`config.mk`:
```
export PLATFORM = sky130hd
export DESIGN_NAME = vec_sequencer
export DESIGN_NICKNAME = d
export VERILOG_FILES = /design/src/rtl/vec_sequencer.sv
export SDC_FILE = /design/constraint.sdc
export NUM_CORES = 1
export LEC_CHECK = 0
export CAP_MARGIN = 20
export CORE_UTILIZATION = 40
export CTS_CLUSTER_SIZE = 28
export DETAILED_ROUTE_END_ITERATION = 8
export GPL_TIMING_DRIVEN = 0
export PLACE_DENSITY = 0.76
export SYNTH_ARGS = -nofsm -noshare
export SYNTH_HDL_FRONTEND = slang
export SYNTH_SLANG_ARGS = --single-unit
```
`constraint.sdc`:
```
create_clock -name clk -period 4.25 [get_ports clk]
set_input_delay 0.85 -clock clk [delete_from_list [all_inputs] [get_ports clk]]
set_output_delay 0.85 -clock clk [all_outputs]
set_load 0.03 [all_outputs]
```
`src/rtl/vec_sequencer.sv`:
```
// Multi-beat vector sequencer: splits a vector op into LANES-wide beats and stalls fetch until the last one.
// Optional active-cycle counter enabled by defining VSEQ_PERF_CNT_EN.
module vec_sequencer #(
  parameter int LANES  = 5,
  parameter int VLEN_W = 4,
  parameter int GW     = 2
) (
  input  logic              clk,
  input  logic              reset,
  input  logic              start,
  input  logic [VLEN_W-1:0] vlen,
  input  logic              cond_ok,
  input  logic              abort,
  output logic              stall,
  output logic              vwe,
  output logic [GW-1:0]     group,
  output logic [LANES-1:0]  lane_mask,
  output logic              busy,
  output logic              done,
  output logic [15:0]       busy_cycles
);

  localparam int AW = VLEN_W + GW;
  // Element index needs headroom for group*LANES + lane
  localparam int EW = AW + $clog2(LANES + 1);

  typedef enum logic {IDLE, RUN} state_t;

  state_t        st_reg, st_next;
  logic [GW-1:0] b_reg, b_next;
  logic [AW-1:0] nbeats;
  logic [AW-1:0] cur;
  logic          active;
  logic          last;

  assign nbeats = (AW'(vlen) + AW'(LANES - 1)) / AW'(LANES);
  assign cur    = (st_reg == RUN) ? AW'(b_reg) : '0;
  // Reset also masks the combinational outputs so nothing is written while it is held
  assign active = ~reset & (((st_reg == IDLE) & start) | (st_reg == RUN));
  assign last   = (vlen == '0) | (cur == nbeats - AW'(1));

  always_ff @(posedge clk or posedge reset) begin
    if (reset) begin
      st_reg <= IDLE;
      b_reg  <= '0;
    end else begin
      st_reg <= st_next;
      b_reg  <= b_next;
    end
  end

  always_comb begin
    st_next = st_reg;
    b_next  = b_reg;
    stall   = active & ~last & ~abort;
    vwe     = active & cond_ok & (vlen != '0) & ~abort;
    done    = active & (last | abort);
    busy    = (st_reg == RUN);
    group   = active ? cur[GW-1:0] : '0;
    case (st_reg)
      IDLE: begin
        if (active & ~last & ~abort) begin
          st_next = RUN;
          b_next  = GW'(1);
        end
      end
      RUN: begin
        if (last | abort) begin
          st_next = IDLE;
          b_next  = '0;
        end else begin
          b_next = b_reg + GW'(1);
        end
      end
      default: begin
        st_next = IDLE;
        b_next  = '0;
      end
    endcase
  end

  for (genvar gi = 0; gi < LANES; gi++) begin : g_lane
    logic [EW-1:0] elem;
    assign elem          = EW'(cur) * EW'(LANES) + EW'(gi);
    assign lane_mask[gi] = active & (elem < EW'(vlen));
  end

`ifdef VSEQ_PERF_CNT_EN
  logic [15:0] cnt_reg;

  always_ff @(posedge clk or posedge reset) begin
    if (reset) begin
      cnt_reg <= '0;
    end else if (active && (cnt_reg != 16'hFFFF)) begin
      cnt_reg <= cnt_reg + 16'd1;
    end
  end

  assign busy_cycles = cnt_reg;
`else
  assign busy_cycles = 16'h0000;
`endif

endmodule

```
; Yosys cells after proc, flatten, opt, wreduce, memory -nomap -nowiden
; Cells that the tools add are included.
[word_totals]
out_inout_bits = 27
mem_bits_ro = 0
mem_bits_rw = 0
inputBits = 9
latch_bits = 0
reg_bits = 3
n_memories = 0
[op_classes]
n_lt_le_gt_ge = 5
muxes = 8
reduce_logical = 2
n_mul = 1
shifts = 0
add_sub_neg = 7
eq_ne = 2
bitwise = 20
div = 1
[ops]
columns = cell, count
row1 = 9-bit by 4-bit < comparator with 1-bit output, 4
row2 = "9-bit by 2-bit adder with 9-bit output, second input constant", 2
row3 = 1-bit bitwise AND, 13
row4 = "9-bit by 1-bit adder with 9-bit output, second input constant", 1
row5 = 2-bit 2-to-1 mux, 4
row6 = "5-bit by 3-bit adder with 6-bit output, second input constant", 1
row7 = "6-bit by 3-bit divider with 6-bit output, second input constant", 1
row8 = 2-bit by 6-bit == test with 1-bit output, 1
row9 = 6-bit by 4-bit < comparator with 1-bit output, 1
row10 = "6-bit by 1-bit subtractor with 6-bit output, second input constant", 1
row11 = "4-bit by 3-bit adder with 5-bit output, second input constant", 1
row12 = "2-bit by 3-bit multiplier with 5-bit output, second input constant", 1
row13 = 4-bit zero test, 1
row14 = 1-bit NOT, 4
row15 = 2-bit one-hot mux with 2 select lines, 1
row16 = 4-bit nonzero test, 1
row17 = 1-bit OR, 3
row18 = "2-bit by 1-bit adder with 2-bit output, second input constant", 1
row19 = 1-bit 2-to-1 mux, 2
row20 = "2-bit != test, second input constant", 1
row21 = 1-bit one-hot mux with 2 select lines, 1

; Logic depth before layout (Yosys ltp)
[logic_depth]
word_depth = 10
ltp_mapped = 15
depth_no_buf = 15

; Worst setup path after synthesis
; OpenSTA, ideal clock, no wires.
[synth_path]
path_kind = input port to output port
startpoint = input vlen[2]
endpoint = output done
slack_ps = -309
required_ps = 3400
stages = 15
arrival_ps = 3709
cell_sequence = inv_1 > ha_1 > nand4bb_1 > xnor2_1 > ha_1 > inv_1 > a221oi_2 > or3_4 > a21oi_1 > ha_1 > ha_1 > nor2b_1 > nand2_1 > o31ai_2 > and2_1
[synth_via]
elab_chain_len = 7
elab_cells_between_ends = 8
classes_between = 2 x add/sub / 1 x div / 1 x eq/ne / 3 x bitwise / 1 x reduce/logical
[synth_lines]
columns = item, line
row1 = "start, declared", 11  ; input logic [VLEN_W-1:0] vlen,
row2 = 4-bit by 3-bit adder with 5-bit output, 36  ; assign nbeats = (AW'(vlen) + AW'(LANES - 1)) / AW'(LANES);
row3 = 6-bit by 3-bit divider with 6-bit output, 36
row4 = 6-bit by 1-bit subtractor with 6-bit output, 40  ; assign last = (vlen == '0) | (cur == nbeats - AW'(1));
row5 = 2-bit by 6-bit == test with 1-bit output, 40
row6 = 1-bit OR (*), 40
row7 = 1-bit OR (*), 57  ; done = active & (last | abort);
row8 = 1-bit bitwise AND (*), 57
row9 = "end, declared", 19  ; output logic done,
; Mark *: on every way between the ends. The rest lies on a longest branch, timed or not.

; Final worst setup path
[layout_path]
startpoint = input vlen[3]
endpoint = output done
; Same word-level chain as after synthesis.

==> impl_table.tex <==
\begin{tabular}{lr}
\hline
Metric & Value \\
\hline
\multicolumn{2}{l}{\textbf{Finish}} \\
\quad Share of cells above drive strength 1 & 0.366 \\
\quad Total of fill cells in the finished design & 211 \\
\quad Area Growth Syn to Fin & 56.4\% \\
\quad Post-route cell area & 1530 sq um \\
\quad Flip-flop count of the largest register, all copies and words added & 2 \\
\quad Nets & 207 \\
\quad Antenna fix cells & 0 \\
\quad Post-Route Utilization & 0.680 \\
\quad Cell Count, Final, Fillers Out & 200 \\
\multicolumn{2}{l}{\textbf{Power and ir drop}} \\
\quad Static leakage & 0.789 nW \\
\quad Total chip power & 389 uW \\
\quad VDD IR max & 0.233 mV \\
\quad Power density over the cells & 254 nW/um\^{}2 \\
\multicolumn{2}{l}{\textbf{Routing}} \\
\quad Initial drt markers & 8 \\
\quad Average wire per cell in the routed design & 11.5 microns \\
\quad Router iterations before antenna repair & 4 \\
\quad Count of vias placed by the detailed router & 943 \\
\quad Detailed-route DRC error count & 0 \\
\quad Number of vias per cell after detailed routing & 4.72 \\
\quad Count of antenna-violating nets left after detailed routing & 0 \\
\quad Final WL & 2290 microns \\
\multicolumn{2}{l}{\textbf{Timing}} \\
\quad Worst setup margin & -0.165 ns \\
\quad Number of failing hold endpoints at the final stage & 0 \\
\quad Final count of pins violating max slew & 0 \\
\quad RSZ-0062 raised after global routing & yes \\
\quad Tcrit/Tclk final & 1.04 \\
\quad Post-layout min period & 4.42 ns \\
\quad Maximum clock frequency & 226 MHz \\
\quad Setup TNS & -0.165 ns \\
\quad Final-report setup violation count & 1 \\
\quad Post-Route Skew & 0.000568 ns \\
\quad Worst slack on hold paths & 0.553 ns \\
\multicolumn{2}{l}{\textbf{Status}} \\
\quad Result of the run & finished with violations \\
\quad Violated checks & negative setup slack \\
\multicolumn{2}{l}{\textbf{Setup path}} \\
\quad Critical path type & input pin to output port \\
\quad Endpoint type of the worst setup path & output port \\
\quad Critical path launch point & vlen[3] \\
\quad Maximum fanout count along the critical path & 5 \\
\quad Worst reg-to-reg path cell count & 7 \\
\quad Startpoint type of the worst setup path & input pin \\
\quad R2R Setup Slk & 2.23 ns \\
\quad Worst reg2reg path startpoint & busy \\
\quad Data arrival time at the worst-slack endpoint & 3.57 ns \\
\quad CP Data Required Time & 3.40 ns \\
\multicolumn{2}{l}{\textbf{Placed design}} \\
\quad Post-detailed-placement half-perimeter wirelength & 1750 microns \\
\quad Count of port buffers added during placement & 19 \\
\quad Instance area after placement & 1360 sq um \\
\quad Count of placed standard cells including taps & 182 \\
\quad Post-place setup slack & -1.59 ns \\
\quad Placer Congestion & 0.841 \\
\multicolumn{2}{l}{\textbf{Clock tree}} \\
\quad Clock tree from TritonCTS & yes \\
\quad Clock slew at the register clock pins of the worst setup and hold paths & 0.04 ns \\
\quad Maximum root-to-sink buffer count & 2 \\
\quad Htree depth & 1 \\
\quad Total clock buffers created by CTS & 3 \\
\quad Num Clock Sinks & 3 \\
\quad Hold buffer count at cts & 0 \\
\quad Root buffer cell & sky130\_fd\_sc\_hd\_\_clkbuf\_4 \\
\quad Clock insertion delay at the later pin of the skew report & 0.23 ns \\
\multicolumn{2}{l}{\textbf{Floorplanning}} \\
\quad Starting density of the core & 0.435 \\
\quad Std cell rows & 17 \\
\quad Die area & 2650 sq um \\
\quad Number of top-level pins & 36 \\
\quad Core ar. & 2250 sq um \\
\quad Horizontal extent of the die & 51.5 microns \\
\quad Die height & 51.5 microns \\
\multicolumn{2}{l}{\textbf{Global routing}} \\
\quad Global-route wire length before repair & 3710 microns \\
\quad Via count of the first global-routing pass & 857 \\
\quad Pin count of the biggest net entering global routing & 10 \\
\quad GRT Overall Usage & 0.183 \\
\quad Initial antenna violation count & 0 \\
\quad Global route total overflow & 0 \\
\multicolumn{2}{l}{\textbf{Logic synthesis}} \\
\quad Flop and latch count out of synthesis & 3 \\
\quad Synth unique cells & 38 \\
\quad Part of the Yosys area used for sequential elements & 0.0765 \\
\quad Average instance area after synthesis & 8.17 sq um \\
\quad Post-Synthesis Cells & 120 \\
\quad Post-Synthesis Cell Area & 981 sq um \\
\quad YS warnings & 0 \\
\multicolumn{2}{l}{\textbf{Job}} \\
\quad Max-cap violation count & 0 \\
\multicolumn{2}{l}{\textbf{Hold path}} \\
\quad Path class of the lowest-slack min-delay path & flip-flop to flip-flop \\
\quad Start point of the worst min-delay path & b\_reg[0] \\
\quad Hold Crit Depth & 1 \\
\hline
\end{tabular}
-- final timing paths --
kind,endpoint
hold / removal,b_reg[0]
max in group asynchronous,b_reg[0]
setup reg to reg,b_reg[0]
setup / recovery,done
min in group asynchronous,b_reg[1]
hold reg to reg,b_reg[0]
-- report_power, final --
group          leakage (nW)  switching [mW]  internal (mW)
registers            0.0381          0.0131         0.0392
logic                 0.736           0.152          0.135
clock network        0.0150          0.0148         0.0352
-- timing repair --
action	CTS	global route
pin swaps	10	3
setup buffers	12	2
resized for setup	45	0
endpoints found under the setup margin	2	2
-- cells in the mapped netlist --
library cell / count / area [sq um]
sky130_fd_sc_hd__nand2_1: 8 / 30.0
sky130_fd_sc_hd__nand2b_1: 2 / 12.5
sky130_fd_sc_hd__o31a_1: 1 / 8.76
sky130_fd_sc_hd__and2_1: 1 / 6.26
sky130_fd_sc_hd__a22oi_1: 1 / 7.51
sky130_fd_sc_hd__o311a_1: 1 / 10.0
sky130_fd_sc_hd__xor2_1: 2 / 17.5
sky130_fd_sc_hd__a21boi_0: 1 / 7.51
sky130_fd_sc_hd__nor2b_1: 2 / 12.5
sky130_fd_sc_hd__o21ai_0: 6 / 30.0
sky130_fd_sc_hd__nand3_1: 1 / 5.00
sky130_fd_sc_hd__o21a_1: 1 / 7.51
sky130_fd_sc_hd__nor2b_2: 1 / 8.76
sky130_fd_sc_hd__or3_4: 1 / 11.3
sky130_fd_sc_hd__o31ai_1: 1 / 7.51
sky130_fd_sc_hd__a21o_1: 3 / 22.5
sky130_fd_sc_hd__o21ai_1: 1 / 5.00
sky130_fd_sc_hd__or3_1: 1 / 6.26
sky130_fd_sc_hd__a221oi_2: 1 / 15.0
sky130_fd_sc_hd__a211oi_2: 1 / 12.5
sky130_fd_sc_hd__nor2_1: 8 / 30.0
sky130_fd_sc_hd__and3_1: 1 / 6.26
sky130_fd_sc_hd__a2bb2oi_1: 1 / 8.76
sky130_fd_sc_hd__ha_1: 24 / 300
sky130_fd_sc_hd__dfrtp_1: 3 / 75.1
sky130_fd_sc_hd__nor4_1: 1 / 6.26
sky130_fd_sc_hd__xnor2_1: 2 / 17.5
sky130_fd_sc_hd__o31ai_2: 2 / 25.0
sky130_fd_sc_hd__fa_1: 1 / 20.0
sky130_fd_sc_hd__a211o_1: 1 / 8.76
sky130_fd_sc_hd__o21bai_1: 1 / 7.51
sky130_fd_sc_hd__inv_1: 9 / 33.8
sky130_fd_sc_hd__a211oi_1: 1 / 7.51
sky130_fd_sc_hd__buf_4: 16 / 120
sky130_fd_sc_hd__conb_1: 1 / 3.75
sky130_fd_sc_hd__nand4bb_1: 1 / 11.3
sky130_fd_sc_hd__a21oi_1: 9 / 45.0
sky130_fd_sc_hd__nor3_2: 1 / 10.0
-- per-layer routing --
metal,global-route usage,wire length (microns),vias up
met5,0,0,-
met2,0.340,1170,29
li1,-,-,497
met1,0.224,1010,415
met3,0.0205,97,2
met4,0.0405,7,0
-- placed cells by master (no fill, tap or decap), types with 3 or more instances in the layout --
cell type / instances
sky130_fd_sc_hd__nand2_1: 7
sky130_fd_sc_hd__ha_1: 19
sky130_fd_sc_hd__nor2_1: 7
sky130_fd_sc_hd__buf_4: 30
sky130_fd_sc_hd__buf_6: 3
sky130_fd_sc_hd__o21ai_0: 6
sky130_fd_sc_hd__dfrtp_1: 3
sky130_fd_sc_hd__clkbuf_4: 3
sky130_fd_sc_hd__a21o_1: 3
sky130_fd_sc_hd__a21oi_1: 8
sky130_fd_sc_hd__clkdlybuf4s50_1: 13
sky130_fd_sc_hd__inv_1: 6
sky130_fd_sc_hd__conb_1: 16
sky130_fd_sc_hd__ha_4: 3
-- final cells by class --
type                       instances  area (sq um)  area share
buffer                            16           120      0.0783
inverter                           9          41.3      0.0269
multi-input combinational        107           937       0.611
clock buffer                       4          26.3      0.0171
timing repair buffer              33           299       0.195
sequential                         3          75.1      0.0489
tap                               28          35.0      0.0228
-- worst max-delay path, stage by stage --
cell and delay [ns]:
sky130_fd_sc_hd__buf_6 0.12, sky130_fd_sc_hd__clkinvlp_4 0.09, sky130_fd_sc_hd__ha_4 0.14, sky130_fd_sc_hd__nand4bb_4 0.13
sky130_fd_sc_hd__xnor2_2 0.18, sky130_fd_sc_hd__ha_2 0.21, sky130_fd_sc_hd__inv_2 0.04, sky130_fd_sc_hd__a221oi_4 0.35
sky130_fd_sc_hd__or3_4 0.20, sky130_fd_sc_hd__a21oi_2 0.05, sky130_fd_sc_hd__ha_2 0.22, sky130_fd_sc_hd__ha_4 0.25
sky130_fd_sc_hd__nor2b_4 0.16, sky130_fd_sc_hd__nand2_4 0.08, sky130_fd_sc_hd__o31ai_4 0.20, sky130_fd_sc_hd__and2_4 0.18
sky130_fd_sc_hd__buf_6 0.12
-- kinds of logic (layout without fill, tap and decap cells) --
family | after synthesis | in the layout | synth area share
compound gates | 33 | 33 | 0.241
xor+xnor | 4 | 4 | 0.0357
fa+ha+maj | 25 | 25 | 0.327
buf+inv | 25 | 62 | 0.157
flops | 3 | 3 | 0.0765
other cells | 1 | 16 | 0.00382
simple gates | 29 | 29 | 0.159
No activity file was read; power rests on OpenSTA's default activity.
